File: config.mk
export PLATFORM = sky130hd
export DESIGN_NAME = vga_fb_reader
export DESIGN_NICKNAME = d
export VERILOG_FILES = /design/src/rtl/vga_fb_reader.sv
export SDC_FILE = /design/constraint.sdc
export NUM_CORES = 1
export LEC_CHECK = 0
export CORE_ASPECT_RATIO = 1.25
export CORE_MARGIN = 2
export CORE_UTILIZATION = 54
export DETAILED_ROUTE_END_ITERATION = 8
export GPL_TIMING_DRIVEN = 0
export PLACE_DENSITY_LB_ADDON = 0.3
export SLEW_MARGIN = 20
export SYNTH_ARGS = -nofsm -noshare
export SYNTH_HDL_FRONTEND = slang
export SYNTH_SLANG_ARGS = --single-unit
File: constraint.sdc
create_clock -name clk -period 2.6 [get_ports clk]
set_input_delay 0.26 -clock clk [delete_from_list [all_inputs] [get_ports clk]]
set_output_delay 0.26 -clock clk [all_outputs]
set_load 0.03 [all_outputs]
File: src/rtl/vga_fb_reader.sv
// rtl/vga_fb_reader.sv - VGA timing generator and 2x-scaled frame buffer scanner
// Sync/de/first are delayed to match the BRAM read latency so rgb_o lines up with them.
module vga_fb_reader #(
   parameter int H_ACTIVE   = 640,
   parameter int H_FP       = 16,
   parameter int H_SYNC     = 96,
   parameter int H_BP       = 48,
   parameter int V_ACTIVE   = 480,
   parameter int V_FP       = 10,
   parameter int V_SYNC     = 2,
   parameter int V_BP       = 33,
   parameter int RD_LATENCY = 2,
   parameter int PIX_W      = 12
) (
   input  logic             clk,
   input  logic             rst,
   input  logic             en,
   output logic             rd_en_o,
   output logic [16:0]      rd_addr_o,
   input  logic [PIX_W-1:0] rd_data_i,
   output logic             hsync_o,
   output logic             vsync_o,
   output logic             de_o,
   output logic [PIX_W-1:0] rgb_o,
   output logic             frame_start_o
);

   localparam int H_TOTAL = H_ACTIVE + H_FP + H_SYNC + H_BP;
   localparam int V_TOTAL = V_ACTIVE + V_FP + V_SYNC + V_BP;
   localparam int HW      = $clog2(H_TOTAL);
   localparam int VW      = $clog2(V_TOTAL);
   localparam int ROW_W   = H_ACTIVE / 2;
   localparam int HS_LO   = H_ACTIVE + H_FP;
   localparam int HS_HI   = H_ACTIVE + H_FP + H_SYNC;
   localparam int VS_LO   = V_ACTIVE + V_FP;
   localparam int VS_HI   = V_ACTIVE + V_FP + V_SYNC;

   logic [HW-1:0] h_cnt;
   logic [VW-1:0] v_cnt;
   logic [16:0]   row_base;
   logic          h_last;
   logic          v_last;
   logic          active;
   logic          hs_raw;
   logic          vs_raw;
   logic          first;
   logic [16:0]   addr;

   // Index 0 is the stage-1 register; index RD_LATENCY feeds the output register.
   logic [RD_LATENCY:0] hs_line;
   logic [RD_LATENCY:0] vs_line;
   logic [RD_LATENCY:0] de_line;
   logic [RD_LATENCY:0] first_line;

   always_comb begin
      h_last = (int'(h_cnt) == H_TOTAL - 1);
      v_last = (int'(v_cnt) == V_TOTAL - 1);
      active = (int'(h_cnt) < H_ACTIVE) && (int'(v_cnt) < V_ACTIVE);
      hs_raw = !((int'(h_cnt) >= HS_LO) && (int'(h_cnt) < HS_HI));
      vs_raw = !((int'(v_cnt) >= VS_LO) && (int'(v_cnt) < VS_HI));
      first  = (h_cnt == '0) && (v_cnt == '0);
      addr   = row_base + 17'(h_cnt >> 1);
   end

   // Row base advances after each odd visible line, giving 2x line doubling without a multiplier.
   always_ff @(posedge clk) begin
      if (rst) begin
         h_cnt    <= '0;
         v_cnt    <= '0;
         row_base <= '0;
      end else if (en) begin
         h_cnt <= h_last ? '0 : h_cnt + 1'b1;
         if (h_last) begin
            v_cnt <= v_last ? '0 : v_cnt + 1'b1;
            if (v_last)
               row_base <= '0;
            else if ((int'(v_cnt) < V_ACTIVE) && v_cnt[0])
               row_base <= row_base + 17'(ROW_W);
         end
      end
   end

   always_ff @(posedge clk) begin
      if (rst) begin
         rd_en_o    <= 1'b0;
         rd_addr_o  <= '0;
         hs_line    <= '1;
         vs_line    <= '1;
         de_line    <= '0;
         first_line <= '0;
      end else if (en) begin
         rd_en_o       <= active;
         rd_addr_o     <= active ? addr : 17'd0;
         hs_line[0]    <= hs_raw;
         vs_line[0]    <= vs_raw;
         de_line[0]    <= active;
         first_line[0] <= first;
         for (int i = 1; i <= RD_LATENCY; i++) begin
            hs_line[i]    <= hs_line[i-1];
            vs_line[i]    <= vs_line[i-1];
            de_line[i]    <= de_line[i-1];
            first_line[i] <= first_line[i-1];
         end
      end
   end

   always_ff @(posedge clk) begin
      if (rst) begin
         hsync_o       <= 1'b1;
         vsync_o       <= 1'b1;
         de_o          <= 1'b0;
         rgb_o         <= '0;
         frame_start_o <= 1'b0;
      end else if (en) begin
         hsync_o       <= hs_line[RD_LATENCY];
         vsync_o       <= vs_line[RD_LATENCY];
         de_o          <= de_line[RD_LATENCY];
         rgb_o         <= de_line[RD_LATENCY] ? rd_data_i : '0;
         frame_start_o <= first_line[RD_LATENCY];
      end
   end

endmodule

==> impl_metrics.toml, run 1 <==
[die]
core_area_sq_mm = 0.00613
fp.dieH_um = 92.4
core.rowCount = 32
initial_util_pct = 55.0
die_width_um = 74.7
die_area_sq_mm = 0.00690
pin_count = 49

[cts]
clk_root_buffer_cell = "sky130_fd_sc_hd__clkbuf_8"
clock_latency_ps = 360
clock_path_buffers = 2
cts_tree = "done"
cts_setup_buffers = 0
cts-buffers-inserted = 9
cts.sink_count = 76
cts.repair.resized = 0
post_cts_hold_buffer_count = 0
htreeDepth = 3
cts.clk_slew.worst_paths_ps = 80

[place]
postPlaceCellArea_sq_mm = 0.00395
gp_routability_congestion = 0.880
dp.cells = 500
place.detailed.hpwl_um = 5310
port-buffer-count = 47

[setup_path]
slowest_delay_ps = 470
worst-path-max-fanout = 6
worst_path_max_delay_cell = "sky130_fd_sc_hd__nor3_1"
reg2reg_depth = 6
timing.critical_path.max_delay_family = "simple AND/OR/NAND/NOR gates"
timing.critical_path.required_ps = 2880
cp.depth = 6
timing.critical_path.buf_inv = 0
worstSetupEndpointType = "flip-flop"
crit_chain = "ha_1 -> nand4_4 -> nor3_1 -> o2111ai_1 -> or3_1 -> a21oi_1"
startpoint_type = "flip-flop"
worst-setup-path-type = "reg -> reg"
timing.critical_path.arrival_ps = 2530

[finish]
mostFrequentLayoutCell = "sky130_fd_sc_hd__dfxtp_1"
fill_cells = 502
seqCellArea_sq_mm = 0.00152
finish.instance_area_sq_mm = 0.00414
layout.cells.most_common_list = "sky130_fd_sc_hd__dfxtp_1, sky130_fd_sc_hd__nor2_1, sky130_fd_sc_hd__clkdlybuf4s50_1"
area_growth_syn_to_layout_pct = 22.7
post_route_cells_drive_above_1_share_pct = 6.98
antennaDiodeCount = 0
net_count_final = 450
non_filler_cells_in_the_finished_layout = 515
multi_input_comb_area_sq_mm = 0.00170

[power_and_ir_drop]
p_seq_share_pct = 54.2
vdd_ir_drop_max_uv = 424
p_switching_mw = 0.524
switching_fraction_pct = 23.9
power_internal_mw = 1.67
portion_of_total_power_attributed_to_the_clock_network_pct = 40.0
power.total_mw = 2.20
power.static_leakage_nw = 1.50
power_per_cell_area_mw_per_mm2 = 531
p_comb_share_pct = 5.8

[route]
drt_iter0_markers = 119
num_vias = 2867
wire_length_after_detailed_routing_um = 7500
detail-route-antenna-nets = 0
drcViolationCount = 0
drt-vias-per-instance = 5.57
drtPass1Iterations = 5
drt-wirelength-per-cell_um = 14.6

[min_path]
min_path_cells = 3
min-delay-path-class = "in -> reg"

[logic_synthesis]
ys_seq_area_share_pct = 45.1
syn_avg_cell_area_sq_um = 9.16
number_of_synthesized_flops_with_an_enable_pin = 0
yosys_warnings = 0
ys.flop_type = "sky130_fd_sc_hd__dfxtp_1"
async_flop_share_pct = 0
synth.distinct_cells = 50
post_synth_instance_area_sq_mm = 0.00337
synth_seq_cells = 76
synthCells = 368
synth_fp_nets = 392

[status]
status = "completed"

[timing]
finalClockSkew_ps = 12.0
timing.slew.headroom_pct = 57.4
hold_viol = 0
fmax_mhz = 444
worstMarginPinSlew_ps = 637
setup_viol = 0
slew_viol_final = 0
rsz_0062_raised_after_global_routing = "false"
finalSetupTns_ps = 0
period_needed_ps = 2250
layout_worst_path_cycle_share_pct = 86.7

[global_route]
grt_pass1_vias = 2715
grt_pass1_wl_um = 12700
grt_start_max_net_pins = 14
grt_antenna_before_repair = 0
global_route.overflow_total = 0
global_route.usage.total_pct = 24.0

[run]
total_of_max_cap_violations = 0
worst paths after layout:
path,endpoint,start,slack (ps)
max,row_base[11]$_SDFFE_PP0P_,h_cnt[1]$_SDFFE_PP0P_,350
min,hsync_o$_SDFFE_PP1P_,en,330
max reg2reg,row_base[11]$_SDFFE_PP0P_,h_cnt[1]$_SDFFE_PP0P_,350
min reg2reg,rd_addr_o[15]$_SDFFE_PP0P_,rd_addr_o[15]$_SDFFE_PP0P_,460
synthesized netlist by cell type (all sizes together), types with 2 or more instances:
master   count  share of area [%]
xnor2        7                1.8
and2         2               0.41
nor4         2               0.82
and3         5               0.93
o21ai       17                2.5
nand4b       2               0.52
buf          6               0.89
xor2        19                4.9
nor3        13                2.1
a21o         3               0.70
a311oi       2               0.52
inv          9                1.0
dfxtp       76                 45
mux2i        6                1.8
nand3        9                1.3
or3          5               0.93
ha           9                3.3
nor4b        3                1.2
a211oi       3               0.67
o31ai        3               0.67
o2111ai      3                1.3
clkbuf      14                1.6
or4          4               0.89
nand4        8                1.9
nor2b        6                1.1
a211o        7                1.8
nor2        51                5.7
a22oi       22                4.9
nand2       27                3.0
a21oi       14                2.1
registers in the layout, summed over array words and instances (netlist names), 3 cells and up:
signal      flops
row_base       11
h_cnt          10
rd_addr_o      17
vs_line         3
hs_line         3
rgb_o          12
de_line         3
first_line      3
v_cnt          10
routing by layer:
metal / wire [um] / GRT usage (%) / vias to the layer above / part of all wire (%)
li1: - / - / 1423 / -
met1: 3240 / 28.4 / 1372 / 43
met2: 3780 / 39.8 / 63 / 50
met3: 392 / 7.94 / 9 / 5.2
met4: 93 / 8.48 / 0 / 1.2
met5: 0 / 0 / - / 0
logic make-up (layout without fill, tap and decap cells):
family / Yosys count / in the layout / share of synthesized area, %
and+or+nand+nor: 143 / 143 / 22.4
AOI/OAI and AO/OA: 78 / 78 / 16.1
DFF: 76 / 76 / 45.1
buffers and inverters: 30 / 92 / 4.45
xor gates and xnor gates: 26 / 26 / 6.75
adders and majority gates: 9 / 9 / 3.34
muxes: 6 / 6 / 1.78
per-stage QoR:
step | worst slack (ps) | hold slack, ps | utilization, %
2_1_floorplan | 670 | 404 | -
6_report | 346 | 332 | 67.5
4_1_cts | 338 | 332 | 67.5
5_1_grt | 197 | 347 | 67.5
3_3_place_gp | 433 | 433 | 64.5
3_5_place_dp | 403 | 441 | 64.5
worst register-to-register path: stages (launching register included):
cell	delay, ps
sky130_fd_sc_hd__dfxtp_1	430
sky130_fd_sc_hd__ha_1	250
sky130_fd_sc_hd__nand4_4	180
sky130_fd_sc_hd__nor3_1	470
sky130_fd_sc_hd__o2111ai_1	320
sky130_fd_sc_hd__or3_1	380
sky130_fd_sc_hd__a21oi_1	150
layout make-up:
cell class                 instances  area share, %
inverter                           9          0.816
clock inverter                     6           1.57
sequential                        76           36.8
timing repair buffer              47           11.4
buffer                            21           2.81
clock buffer                       9           2.99
tap                               85           2.57
multi-input combinational        262           41.1
power groups by stage:
stage	logic, mW	clock network [mW]	registers, mW
global route	0.140	0.949	1.19
finish	0.127	0.879	1.19
global placement	0.125	0	1.22
detailed placement	0.128	0	1.22
CTS	0.128	0.896	1.19
floorplan	0.0650	0	1.23
Note: power is estimated with default switching activity, not from simulation.
==> run 2: changes to the inputs <==
--- a/config.mk
+++ b/config.mk
@@ -11,7 +11,8 @@
 export DETAILED_ROUTE_END_ITERATION = 8
 export GPL_TIMING_DRIVEN = 0
 export PLACE_DENSITY_LB_ADDON = 0.3
-export SLEW_MARGIN = 20
+export SKIP_CTS_REPAIR_TIMING = 1
+export SLEW_MARGIN = 10
 export SYNTH_ARGS = -nofsm -noshare
 export SYNTH_HDL_FRONTEND = slang
 export SYNTH_SLANG_ARGS = --single-unit
==> results of run 2 <==
Same layout as run 1: the final DEF is identical, and so are final timing and power.
